$ cat config.mk
export PLATFORM = sky130hd
export DESIGN_NAME = aidan_mcnay_prime_seq_flat
export DESIGN_NICKNAME = d
export VERILOG_FILES = /design/src/rtl/aidan_mcnay_prime_seq_if.sv /design/src/rtl/aidan_mcnay_prime_seq.sv /design/src/flat_wrapper.sv
export SDC_FILE = /design/constraint.sdc
export NUM_CORES = 1
export LEC_CHECK = 0
export CORE_AREA = 2 2 92 94
export CTS_BUF_LIST = sky130_fd_sc_hd__clkbuf_4
export DETAILED_ROUTE_END_ITERATION = 10
export DIE_AREA = 0 0 94 96
export PLACE_DENSITY = 0.9
export SLEW_MARGIN = 25
export SYNTH_ARGS = -nofsm -noshare
export SYNTH_HDL_FRONTEND = slang
export SYNTH_SLANG_ARGS = --single-unit
$ cat constraint.sdc
create_clock -name clk -period 2.4 [get_ports clk]
set_input_delay 0.24 -clock clk [delete_from_list [all_inputs] [get_ports clk]]
set_output_delay 0.24 -clock clk [all_outputs]
set_load 0.005 [all_outputs]
$ cat src/rtl/aidan_mcnay_prime_seq_if.sv
// Candidate, result and divider streams of the prime sequencer.
// slave = sequencer side, master = environment side.
interface aidan_mcnay_prime_seq_if #(
  parameter int nbits = 16
);
  logic [nbits-1:0] num;
  logic             istream_val;
  logic             istream_rdy;
  logic             is_prime;
  logic             ostream_val;
  logic             ostream_rdy;
  logic [nbits-1:0] div_opa;
  logic [nbits-1:0] div_opb;
  logic             div_istream_val;
  logic             div_istream_rdy;
  logic [nbits-1:0] div_result;
  logic             div_ostream_val;
  logic             div_ostream_rdy;

  modport slave (
    input  num, istream_val, ostream_rdy,
    input  div_istream_rdy, div_result, div_ostream_val,
    output istream_rdy, is_prime, ostream_val,
    output div_opa, div_opb, div_istream_val, div_ostream_rdy
  );

  modport master (
    output num, istream_val, ostream_rdy,
    output div_istream_rdy, div_result, div_ostream_val,
    input  istream_rdy, is_prime, ostream_val,
    input  div_opa, div_opb, div_istream_val, div_ostream_rdy
  );
endinterface

$ cat src/rtl/aidan_mcnay_prime_seq.sv
// Trial-division primality sequencer driving one shared divider.
// Divisor square is tracked incrementally at double width.
module aidan_mcnay_prime_seq #(
  parameter int nbits = 16
) (
  input  logic                    clk,
  input  logic                    reset,
  aidan_mcnay_prime_seq_if.slave  io
);

  typedef enum logic [2:0] {
    S_IDLE,
    S_CHECK,
    S_ISSUE,
    S_WAIT,
    S_DONE
  } state_t;

  state_t             r_state;
  state_t             w_next;
  logic [nbits-1:0]   r_n;
  logic [nbits-1:0]   r_d;
  logic [2*nbits-1:0] r_dsq;
  logic               r_prime;

  logic [2*nbits-1:0] w_n_wide;
  logic [2*nbits-1:0] w_dsq_inc;
  logic [nbits-1:0]   w_d_inc;
  logic               w_lt2;
  logic               w_dsq_gt;
  logic               w_rem_zero;

  assign w_n_wide   = {{nbits{1'b0}}, r_n};
  assign w_dsq_inc  = r_dsq + {{(nbits-1){1'b0}}, r_d, 1'b1};
  assign w_d_inc    = r_d + nbits'(1);
  assign w_lt2      = (r_n < nbits'(2));
  assign w_dsq_gt   = (r_dsq > w_n_wide);
  assign w_rem_zero = (io.div_result == '0);

  // state register
  always_ff @(posedge clk) begin
    if (reset) r_state <= S_IDLE;
    else       r_state <= w_next;
  end

  // next state and handshake outputs, all forced low in reset
  always_comb begin
    w_next             = r_state;
    io.istream_rdy     = 1'b0;
    io.ostream_val     = 1'b0;
    io.is_prime        = 1'b0;
    io.div_istream_val = 1'b0;
    io.div_ostream_rdy = 1'b0;
    io.div_opa         = r_n;
    io.div_opb         = r_d;
    unique case (r_state)
      S_IDLE: begin
        io.istream_rdy = 1'b1;
        if (io.istream_val) w_next = S_CHECK;
      end
      S_CHECK: begin
        if (w_lt2 || w_dsq_gt) w_next = S_DONE;
        else                   w_next = S_ISSUE;
      end
      S_ISSUE: begin
        io.div_istream_val = 1'b1;
        if (io.div_istream_rdy) w_next = S_WAIT;
      end
      S_WAIT: begin
        io.div_ostream_rdy = 1'b1;
        if (io.div_ostream_val) begin
          if (w_rem_zero) w_next = S_DONE;
          else            w_next = S_CHECK;
        end
      end
      S_DONE: begin
        io.ostream_val = 1'b1;
        io.is_prime    = r_prime;
        if (io.ostream_rdy) w_next = S_IDLE;
      end
      default: w_next = S_IDLE;
    endcase
    if (reset) begin
      w_next             = S_IDLE;
      io.istream_rdy     = 1'b0;
      io.ostream_val     = 1'b0;
      io.is_prime        = 1'b0;
      io.div_istream_val = 1'b0;
      io.div_ostream_rdy = 1'b0;
    end
  end

  // candidate, divisor, divisor square and verdict
  always_ff @(posedge clk) begin
    if (reset) begin
      r_n     <= '0;
      r_d     <= '0;
      r_dsq   <= '0;
      r_prime <= 1'b0;
    end else begin
      unique case (r_state)
        S_IDLE: begin
          if (io.istream_val) begin
            r_n     <= io.num;
            r_d     <= nbits'(2);
            r_dsq   <= (2*nbits)'(4);
            r_prime <= 1'b0;
          end
        end
        S_CHECK: begin
          if (w_lt2)         r_prime <= 1'b0;
          else if (w_dsq_gt) r_prime <= 1'b1;
        end
        S_WAIT: begin
          if (io.div_ostream_val) begin
            if (w_rem_zero) begin
              r_prime <= 1'b0;
            end else begin
              r_dsq <= w_dsq_inc;
              r_d   <= w_d_inc;
            end
          end
        end
        default: ;
      endcase
    end
  end

endmodule

$ cat src/flat_wrapper.sv
// flat-port wrapper written by rule: the top's interface ports become plain ports
module aidan_mcnay_prime_seq_flat 
#(
  parameter int nbits = 16
)
  (clk, reset, io_num, io_istream_val, io_ostream_rdy, io_div_istream_rdy, io_div_result, io_div_ostream_val, io_istream_rdy, io_is_prime, io_ostream_val, io_div_opa, io_div_opb, io_div_istream_val, io_div_ostream_rdy);
  aidan_mcnay_prime_seq_if #(.nbits(nbits)) io_i ();
  input  logic clk;
  input  logic reset;
  input wire logic [$bits(io_i.num)-1:0] io_num;
  input wire logic [$bits(io_i.istream_val)-1:0] io_istream_val;
  input wire logic [$bits(io_i.ostream_rdy)-1:0] io_ostream_rdy;
  input wire logic [$bits(io_i.div_istream_rdy)-1:0] io_div_istream_rdy;
  input wire logic [$bits(io_i.div_result)-1:0] io_div_result;
  input wire logic [$bits(io_i.div_ostream_val)-1:0] io_div_ostream_val;
  output wire logic [$bits(io_i.istream_rdy)-1:0] io_istream_rdy;
  output wire logic [$bits(io_i.is_prime)-1:0] io_is_prime;
  output wire logic [$bits(io_i.ostream_val)-1:0] io_ostream_val;
  output wire logic [$bits(io_i.div_opa)-1:0] io_div_opa;
  output wire logic [$bits(io_i.div_opb)-1:0] io_div_opb;
  output wire logic [$bits(io_i.div_istream_val)-1:0] io_div_istream_val;
  output wire logic [$bits(io_i.div_ostream_rdy)-1:0] io_div_ostream_rdy;
  assign io_i.num = io_num;
  assign io_i.istream_val = io_istream_val;
  assign io_i.ostream_rdy = io_ostream_rdy;
  assign io_i.div_istream_rdy = io_div_istream_rdy;
  assign io_i.div_result = io_div_result;
  assign io_i.div_ostream_val = io_div_ostream_val;
  assign io_istream_rdy = io_i.istream_rdy;
  assign io_is_prime = io_i.is_prime;
  assign io_ostream_val = io_i.ostream_val;
  assign io_div_opa = io_i.div_opa;
  assign io_div_opb = io_i.div_opb;
  assign io_div_istream_val = io_i.div_istream_val;
  assign io_div_ostream_rdy = io_i.div_ostream_rdy;
  aidan_mcnay_prime_seq #(.nbits(nbits)) u_core (.clk(clk), .reset(reset), .io(io_i));
endmodule
==> results of run 1 <==
report_power, final:
| part | leakage [uW] | switching [uW] | internal [uW] |
|---|---|---|---|
| logic | 0.00139 | 461 | 390 |
| registers | 0.000551 | 57.9 | 1190 |
| clock network | 0.0000729 | 426 | 336 |
| total | 0.00201 | 946 | 1910 |
through the flow:
step / util [%] / cells / hold WS [ns]
6_report: 67.4 / 739 / 0.378
2_1_floorplan: - / 546 / 0.376
3_5_place_dp: 65.3 / 722 / 0.469
4_1_cts: 67.0 / 737 / 0.372
5_1_grt: 67.4 / 739 / 0.371
3_3_place_gp: 65.3 / 722 / 0.459
synth_stat cells (all sizes together), types with 8 or more instances:
library cell	instances	share of area (%)
a21oi	63	7.3
clkbuf	19	1.6
dfxtp	68	31
ha	33	9.5
inv	25	2.2
mux2i	8	1.9
nand2	75	6.5
nand3	22	2.5
nand4	23	3.7
nor2	44	3.9
nor3	10	1.2
nor4	12	1.7
o21ai	18	2.1
or3	10	1.4
xnor2	11	2.2
xor2	14	2.8
cells by family after synthesis:
logic type | synth area share, %
XOR/XNOR | 5.06
AND/OR/NAND/NOR | 25.9
multiplexers | 1.85
adder cells (fa/ha/maj) | 10.0
flip-flops | 31.5
buffers and inverters | 4.57
AO/OA/AOI/OAI | 21.1
area by class of cell:
class / instances / area share [%]
repair buffers: 98 / 17.0
flip-flops and latches: 68 / 25.1
inverters: 25 / 1.73
clock inverters: 4 / 0.945
clock buffers: 11 / 1.52
multi-input cells: 428 / 51.4
well taps: 105 / 2.42
final timing paths:
check / start / to / slack [ns]
setup / recovery: u_core.io.div_opb[0] / u_core.r_dsq[25] / 0.06
hold / removal: io_num[12] / u_core.io.div_opa[12] / 0.38
setup reg to reg: u_core.io.div_opb[0] / u_core.r_dsq[25] / 0.06
hold reg to reg: u_core.r_dsq[31] / u_core.r_dsq[31] / 0.49
flip-flops by register name, indices dropped and copies added, names as in the netlist:
signal / count
u_core.r_prime: 1
u_core.io.div_opb: 16
u_core.r_state: 3
u_core.r_dsq: 32
u_core.io.div_opa: 16
what timing repair did:
| item | CTS | global route |
|---|---|---|
| pin swaps | 1 | 2 |
| setup buffers | 0 | 2 |
| gates resized for setup | 1 | 3 |
| setup endpoints to repair | 1 | 8 |
per-layer routing:
| metal | routed length [um] | vias up |
|---|---|---|
| met2 | 5870 | 169 |
| met3 | 686 | 33 |
| met1 | 5280 | 2106 |
| li1 | - | 2160 |
| met5 | 0 | - |
| met4 | 233 | 0 |
worst max-delay path, delay by kind of cell, from the launching register on:
family / cells / cell delay [ns]
fa+ha+maj: 1 / 0.29
compound gates: 4 / 1.19
simple gates: 1 / 0.19
flops: 1 / 0.37
mux: 1 / 0.23
==> results by group, run 1 <==
Global route
  • Met1 Usage GRT: roughly a third
  • Met2 Usage GRT: 47.3%
  • Most Crowded Layer GR: met2
  • GRT overflow: 0
  • Initial antenna violation count: 0
  • First-pass GRT wire length: approximately 20000 um
  • Met3 Use GR: 3.99%
  • Largest net degree at the start of global routing: 27
  • GRT Total Usage: 27.1%
  • Vias in the first global route: 4205

Run status
  • Status: finished, final reports clean

Pwr
  • Pwr/cell area: 527 nW/um2
  • Pleak: 0.00201 uW
  • Total power: 2860 uW
  • VDD IR max: 331 uV

Route
  • DRC: 0
  • Antenna-violating nets left: 0
  • Total routed wirelength: 12100 um
  • DR vias/cell: slightly above 6
  • WL per Instance: 16.3 um
  • DRT Pass-1 Iters: 5
  • Initial DRC Count: roughly 250
  • Via count: approximately 4500

Layout
  • Diodes inserted: 0
  • Most common cell after layout, fill and taps aside: nand2_1
  • Area Overhead vs Synth: 25.6%
  • Final instance area: 5430 um2
  • Multi-input combinational cell area: 2790 um2
  • Nets: 702
  • Layout cell share with drive strength beyond 1: 8.36%
  • Storage cell area: roughly 1400 um2
  • Commonest cells after routing, fill and taps aside: 75 x nand2_1, 74 x clkdlybuf4s50_1, 68 x dfxtp_1, 63 x a21oi_1, 42 x nor2_1
  • Fillers: 679

Yosys
  • Ys Warns: 0
  • Synth async-reset ratio: 0%
  • Most used DFF post-synth: dfxtp_1
  • Cell Area, Synth: 4320 um2
  • Register bit total from synthesis: 68
  • Synth cell types: 63
  • Synthesized Nets: slightly above 600
  • Seq/Total Area, Yosys: a little under a third
  • Mean Syn Cell Area: 7.92 um2
  • Post-synthesis cell count: 546
  • Number of synthesized flops with an enable pin: 0

Worst setup path
  • Crit path required time: 2.74 ns
  • Critical path's slowest cell: a311oi_4
  • Worst-path maximum fanout: 7
  • FF-to-FF path depth: 7
  • Crit path largest cell delay: 0.48 ns
  • Startpoint Class: flop
  • Crit Path Category: reg -> reg
  • Crit-path cells: ha_1 > a21o_1 > nand4_1 > a311oi_4 > o2111ai_4 > a2111oi_4 > mux2i_1
  • Crit path capture type: flop
  • Critical Path AT: ~2.7 ns

Timing
  • Fin crit period: roughly 2.3 ns
  • TNS Setup: 0 ns
  • Clock skew: around 0.016 ns
  • Slew headroom: a little under half
  • Period utilisation layout: 97.6%
  • Setup WS post-layout: 0.0585 ns
  • Hold Vio Cnt, Final: 0
  • Final Max Slew Viols: 0
  • Worst slew pin tran: 0.824 ns
  • RSZ-0062 raised after global routing: no
  • Max Clk Rate: 427 MHz
  • Final Setup Violations: 0

Worst hold path
  • HP Class: in -> reg
  • Hold Path Stages: 3

Placed design
  • Setup WS pre-CTS: ~0.026 ns
  • HPWL after DPL: around 9000 um
  • Port Buffers: between 70 and 80
  • Routability Congestion: about 0.93
  • Placed Area: around 5300 um2

CTS
  • CTS tree: built
  • CTS H-tree depth: 3
  • Worst-Skew Late Latency: 0.41 ns
  • Max Buffers Root-to-Sink: 2
  • Root Buffer: clkbuf_4
  • CTS Sinks: 68
  • Clock slew at reported path FFs: 0.12 ns
  • Post-CTS Hold Buffers: 0
  • Num CTS Buffers: 9

Die
  • DIE WIDTH: 94 um
  • Site Rows: 33
  • Starting Density: 53.7%
  • Core area: 8050 um2
  • Ports: 75
  • Die Y: around 96 um
  • Die ar.: 9020 um2

Flow run
  • Max Cap Viol: 0
Note: power is estimated with default switching activity, not from simulation.
==> inputs of run 2 (changes only) <==
Settings changed: CORE_AREA 2 2 92 94 to 2 2 84 103, DIE_AREA 0 0 94 96 to 0 0 86 105.
==> run 2 against run 1 <==
  * First-iteration DRC count rose by 3.1%
  * Worst setup slack better by 0.017 ns
  * Global-route usage down 0.098 points
  * Count of clock-buffer cells in the layout is 2 lower
  * Critical path type unchanged
  * Critical endpoint is now u_core.r_dsq[20]
  * Largest power group unchanged
==> results by group, run 2 (synthesis results as in run 1) <==
Pwr
  • Pleak: 0.00198 uW (-1.3%)
  • Seq pwr share: 47.1% (+3.5 points)
  • Sw Ratio: 33.9% (+0.80 points)
  • Pwr/cell area: 496 nW/um2 (-5.9%)
  • Clk pwr share: 21.8% (-4.9 points)
  • P_sw: 897 uW (-5.1%)
  • VDD IR max: 426 uV (+29%)
  • Internal: 1750 uW (-8.5%)
  • Total power: 2650 uW (-7.4%)
  • Comb pwr share: 31.1% (+1.3 points)

Die
  • Starting Density: 54.2% (+0.53 points)
  • Die Y: 105 um (+9.4%)
  • Core area: 7970 um2 (-0.98%)
  • DIE WIDTH: 86 um (-8.5%)
  • Site Rows: 36 (+9.1%)
  • Die ar.: 9030 um2 (about the same)
  • Ports: 75 (unchanged)

Worst setup path
  • Reg2Reg Launch Point: u_core.r_dsq[2]
  • Most used cell, CP: a21oi_1
  • Crit Path Category: reg -> reg
  • Crit path largest cell delay: 0.52 ns (+0.04 ns)
  • Worst path bufs/invs: 0 (unchanged)
  • Worst path top cell family by delay: compound AO/OA/AOI/OAI gates
  • Crit path required time: 2.75 ns (about the same)
  • Startpoint Class: flop
  • Worst-path maximum fanout: 11 (+4)
  • Critical path's slowest cell: or4_1
  • Crit-path cells: ha_1 > a21oi_1 > o211ai_2 > a31oi_2 > o21a_2 > or4_1 > a21oi_1
  • CP Launch Point: u_core.r_dsq[2]
  • Critical Path AT: 2.67 ns (about the same)
  • Crit path capture type: flop

Layout
  • Most common cell after layout, fill and taps aside: nand2_1
  • Storage cell area: 1360 um2 (unchanged)
  • Multi-input combinational cell area: 2770 um2 (-0.81%)
  • Layout cell share with drive strength beyond 1: 7.28% (-1.1 points)
  • Top reg by flops: u_core.r_dsq
  • Commonest cells after routing, fill and taps aside: 75 x nand2_1, 74 x clkdlybuf4s50_1, 68 x dfxtp_1, 63 x a21oi_1, 42 x nor2_1
  • Area Overhead vs Synth: 23.6%
  • Nets: 701 (-0.14%)
  • Diodes inserted: 0 (unchanged)
  • Max reg flops: 32 (unchanged)
  • Final instance area: 5340 um2 (-1.6%)
  • Fillers: 613 (-9.7%)

Placed design
  • Port Buffers: 74 (unchanged)
  • HPWL after DPL: 9060 um (-0.95%)
  • Routability Congestion: 0.919 (-0.99%)
  • Setup WS pre-CTS: 0.0752 ns (+0.0490 ns)
  • Placed Area: 5250 um2 (about the same)

Global route
  • Largest net degree at the start of global routing: 27 (unchanged)
  • GRT overflow: 0 (unchanged)
  • Vias in the first global route: 4335 (+3.1%)
  • GRT Total Usage: 27.0% (-0.098 points)
  • Initial antenna violation count: 0 (unchanged)
  • First-pass GRT wire length: 19900 um (+2.1%)

Timing
  • Slew headroom: 46.0% (+0.96 points)
  • Max Clk Rate: 430 MHz (+0.73%)
  • TNS Setup: 0 ns (unchanged)
  • Worst slew pin tran: 0.810 ns (-0.0144 ns)
  • Final Max Slew Viols: 0 (unchanged)
  • Fin crit period: 2.32 ns (-0.0169 ns)
  • Period utilisation layout: 96.9% (-0.70 points)
  • Setup WS post-layout: 0.0754 ns (+0.0169 ns)
  • Clock skew: 0.0146 ns (-0.00186 ns)
  • Hold Vio Cnt, Final: 0 (unchanged)
  • Final Setup Violations: 0 (unchanged)
  • RSZ-0062 raised after global routing: no

CTS
  • CTS H-tree depth: 3 (unchanged)
  • Worst-Skew Late Latency: 0.41 ns (about the same)
  • Clock slew at reported path FFs: 0.10 ns (-0.02 ns)
  • CTS tree: built
  • Root Buffer: clkbuf_4
  • Max Buffers Root-to-Sink: 2 (unchanged)
  • Num CTS Buffers: 9 (unchanged)
  • CTS Sinks: 68 (unchanged)
  • Post-CTS Hold Buffers: 0 (unchanged)

Worst hold path
  • HP Class: in -> reg
  • Hold_sp: io_num[2]

Route
  • DRC: 0 (unchanged)
  • Total routed wirelength: 11900 um (-1.8%)
  • Antenna-violating nets left: 0 (unchanged)
  • DR vias/cell: 6.14 (+1.6%)
  • WL per Instance: 16.3 um (-0.23%)
  • Via count: 4464 (-0.090%)
  • Initial DRC Count: 262 (+3.1%)
  • DRT Pass-1 Iters: 5 (unchanged)

Flow run
  • Max Cap Viol: 0 (unchanged)

Run status
  • Status: finished, final reports clean
## run 2: repair_timing
action / 4_1_cts / 5_1_grt
setup buffers: 0 / 0
gates resized for setup: 0 / 1
setup endpoints to repair: 0 / 9
## run 2: worst paths after layout
kind              slack, ns              endpoint  depth (start not counted)
setup reg to reg       0.08      u_core.r_dsq[20]                          7
setup / recovery       0.08      u_core.r_dsq[20]                          7
hold / removal         0.37  u_core.io.div_opa[2]                          3
hold reg to reg        0.49  u_core.io.div_opa[0]                          2
## run 2: area by class of cell
type / instances / area share, %
clock buffer: 9 / 1.26
clock inverter: 5 / 0.398
inverter: 25 / 1.76
multi-input combinational: 428 / 51.8
sequential: 68 / 25.5
tap: 95 / 2.22
timing repair buffer: 97 / 17.1
## run 2: layer usage
layer | share of wire, % | vias to the layer above | GRT usage [%] | wire (um)
met3 | 6.0 | 46 | 5.06 | 710
li1 | - | 2146 | - | -
met4 | 3.7 | 0 | 13.7 | 433
met1 | 41 | 2075 | 33.2 | 4830
met2 | 50 | 197 | 44.4 | 5890
met5 | 0 | - | 0 | 0
## run 2: through the flow
| stage | hold WS [ns] | instances | util (%) |
|---|---|---|---|
| floorplan | 0.376 | 546 | - |
| global placement | 0.455 | 713 | 65.9 |
| detailed placement | 0.481 | 713 | 65.9 |
| CTS | 0.359 | 727 | 67.0 |
| global route | 0.363 | 727 | 67.0 |
| finish | 0.366 | 727 | 67.0 |
## run 2: worst reg2reg max path, delay by kind of cell, from the launching register on
kind	cells	cell delay, ns
DFF	1	0.36
and+or+nand+nor	1	0.52
AOI/OAI and AO/OA	5	1.03
adders and majority gates	1	0.36
## run 2: power groups by stage
stage                     registers, uW  clock network, uW  logic, uW
after global routing               1260                631        911
after floorplan                    1270                  0        487
final                              1250                577        825
after CTS                          1250                581        820
after global placement             1270                  0        789
after detailed placement           1270                  0        815
==> inputs of run 3 (changes only) <==
Clock period 2.4 ns to 2.3 ns, I/O delays scaled along.
==> run 3 against run 2 <==
  * Via count is 4.9% higher
  * Design area is 4.0% higher
  * Highest routed layer unchanged
  * Final cell count is 1.9% higher
  * Clock skew is 0.0076 ns lower
  * Largest cell class unchanged
  * Count of clock-buffer cells in the layout stayed put
  * Sequential power is 4% higher
==> results by group, run 3 (synthesis results as in run 1) <==
Route
  • DRC: 0 (unchanged)
  • DR vias/cell: 6.32 (+2.9%)
  • DRT Pass-1 Iters: 7 (+2)
  • Total routed wirelength: 12700 um (+7.4%)
  • Antenna-violating nets left: 0 (unchanged)
  • WL per Instance: 17.2 um (+5.4%)
  • Initial DRC Count: 392 (+50%)
  • Via count: 4683 (+4.9%)

Global route
  • GRT Total Usage: 28.2% (+1.2 points)
  • GRT overflow: 0 (unchanged)
  • Met1 Usage GRT: 32.7% (-0.41 points)
  • Met3 Use GR: 5.06% (unchanged)
  • Largest net degree at the start of global routing: 24 (-11%)
  • Most Crowded Layer GR: met2
  • Vias in the first global route: 4517 (+4.2%)
  • Initial antenna violation count: 0 (unchanged)
  • Met2 Usage GRT: 47.9% (+3.5 points)
  • First-pass GRT wire length: 20500 um (+2.9%)

Pwr
  • VDD IR max: 464 uV (+8.9%)
  • Pleak: 0.00206 uW (+3.9%)
  • P_sw: 1050 uW (+17%)
  • Internal: 1880 uW (+7.3%)
  • Sw Ratio: 35.8% (+1.9 points)
  • Comb pwr share: 33.3% (+2.2 points)
  • Seq pwr share: 44.4% (-2.7 points)
  • Clk pwr share: 22.3% (+0.5 points)
  • Pwr/cell area: 526 nW/um2 (+6.2%)

Worst setup path
  • Critical R2R Capture: u_core.r_dsq[13]
  • CP Launch Point: u_core.r_dsq[4]
  • Crit-path cells: ha_2 > a21oi_1 > a311oi_4 > buf_4 > buf_4 > or2_2 > o221ai_1 > nand3_1
  • Crit Path Category: reg -> reg
  • Worst-path maximum fanout: 6 (-5)
  • Worst setup endpoint: u_core.r_dsq[13]
  • Reg2Reg Launch Point: u_core.r_dsq[4]
  • Startpoint Class: flop
  • Worst R2R Setup Slack: 0.04 ns (-0.04 ns)
  • Most used cell, CP: buf_4
  • Critical Path AT: 2.59 ns (-0.08 ns)
  • Critical path's slowest cell: dfxtp_1
  • Crit path capture type: flop
  • Crit path largest cell delay: 0.40 ns (-0.12 ns)
  • Crit path required time: 2.63 ns (-0.12 ns)
  • FF-to-FF path depth: 8 (+1)

CTS
  • CTS H-tree depth: 3 (unchanged)
  • Worst-Skew Late Latency: 0.45 ns (+0.04 ns)
  • Root Buffer: clkbuf_4
  • CTS Sinks: 68 (unchanged)
  • CTS tree: built
  • Num CTS Buffers: 9 (unchanged)
  • Post-CTS Hold Buffers: 0 (unchanged)
  • Max Buffers Root-to-Sink: 2 (unchanged)
  • Clock slew at reported path FFs: 0.11 ns (about the same)

Timing
  • Setup WS post-layout: 0.0370 ns (-0.0385 ns)
  • Slew headroom: 40.6% (-5.4 points)
  • Fin crit period: 2.26 ns (-0.0615 ns)
  • Worst slew pin tran: 0.891 ns (+0.0809 ns)
  • Max Clk Rate: 442 MHz (+2.7%)
  • Period utilisation layout: 98.4% (+1.5 points)
  • TNS Setup: 0 ns (unchanged)
  • Final Setup Violations: 0 (unchanged)
  • Clock skew: 0.00706 ns (-0.00755 ns)
  • Hold Vio Cnt, Final: 0 (unchanged)
  • WHS: 0.311 ns (-0.0551 ns)
  • Final Max Slew Viols: 0 (unchanged)

Layout
  • Max reg flops: 32 (unchanged)
  • Commonest cells after routing, fill and taps aside: 75 x nand2_1, 74 x clkdlybuf4s50_1, 64 x dfxtp_1, 58 x a21oi_1, 41 x nor2_1
  • Most common cell after layout, fill and taps aside: nand2_1
  • Diodes inserted: 0 (unchanged)
  • Layout cell share with drive strength beyond 1: 13.2% (+5.9 points)
  • Storage cell area: 1370 um2 (+0.55%)
  • Top reg by flops: u_core.r_dsq
  • Fillers: 564 (-8.0%)
  • Layout Cells excl Fill: 741 (+1.9%)
  • Nets: 714 (+1.9%)
  • Area Overhead vs Synth: 28.5%
  • Multi-input combinational cell area: 2860 um2 (+3.4%)

Die
  • Ports: 75 (unchanged)
  • Die ar.: 9030 um2 (unchanged)
  • Core area: 7970 um2 (unchanged)
  • Starting Density: 54.2% (unchanged)
  • DIE WIDTH: 86 um (unchanged)
  • Site Rows: 36 (unchanged)
  • Die Y: 105 um (unchanged)

Placed design
  • Setup WS pre-CTS: -0.0400 ns (-0.115 ns)
  • Routability Congestion: 0.965 (+5.1%)
  • HPWL after DPL: 9080 um (+0.19%)
  • Port Buffers: 74 (unchanged)
  • Placed insts: 722 (+1.3%)

Worst hold path
  • HP Class: in -> reg

Flow run
  • Max Cap Viol: 0 (unchanged)

Run status
  • Status: finished, final reports clean
## run 3: worst min path at each step
stage,from,end,slack (ns),cells after the start
2_1_floorplan,io_num[0],u_core.io.div_opa[0],0.37,2
6_report,io_num[7],u_core.io.div_opa[7],0.31,3
5_1_grt,io_num[3],u_core.io.div_opa[3],0.33,3
3_3_place_gp,u_core.r_dsq[31],u_core.r_dsq[31],0.46,2
4_1_cts,io_num[7],u_core.io.div_opa[7],0.30,3
3_5_place_dp,u_core.r_dsq[31],u_core.r_dsq[31],0.48,2
## run 3: per-layer routing
layer | vias to the layer above | routed length, um | part of all wire, %
li1 | 2179 | - | -
met2 | 235 | 6320 | 50
met3 | 60 | 817 | 6.4
met4 | 0 | 551 | 4.3
met5 | - | 0 | 0
met1 | 2209 | 5050 | 40
## run 3: cell type report
cell class | count | share of cell area [%]
Clock inverter | 6 | 0.585
Clock buffer | 9 | 1.22
Sequential cell | 68 | 24.6
Inverter | 25 | 1.69
Multi-Input combinational cell | 428 | 51.5
Tap cell | 95 | 2.14
Timing Repair Buffer | 110 | 18.3
## run 3: critical path: cells and delay by family (launching register included)
family	cells	cell delay [ns]
AO/OA/AOI/OAI	3	0.68
AND/OR/NAND/NOR	2	0.41
flip-flops	1	0.40
adder cells (fa/ha/maj)	1	0.34
buffers and inverters	2	0.31
## run 3: power groups by stage
| stage | Sequential (uW) | Clock, uW | Combinational, uW |
|---|---|---|---|
| after CTS | 1300 | 662 | 907 |
| final | 1300 | 653 | 974 |
| after global routing | 1310 | 705 | 1060 |
| after global placement | 1320 | 0 | 849 |
| after floorplan | 1320 | 0 | 508 |
| after detailed placement | 1320 | 0 | 882 |
## run 3: repair_timing
item / 4_1_cts / 5_1_grt
gates resized for setup: 4 / 24
endpoints found under the setup margin: 4 / 21
pin swaps: 1 / 5
buffers inserted: 0 / 4
## run 3: metrics by stage
step / power, uW / util, % / area (um2)
2_1_floorplan: 1830 / - / 4320
3_3_place_gp: 2170 / 66.7 / 5320
3_5_place_dp: 2210 / 66.7 / 5320
4_1_cts: 2870 / 68.2 / 5430
5_1_grt: 3070 / 69.7 / 5560
6_report: 2930 / 69.7 / 5560
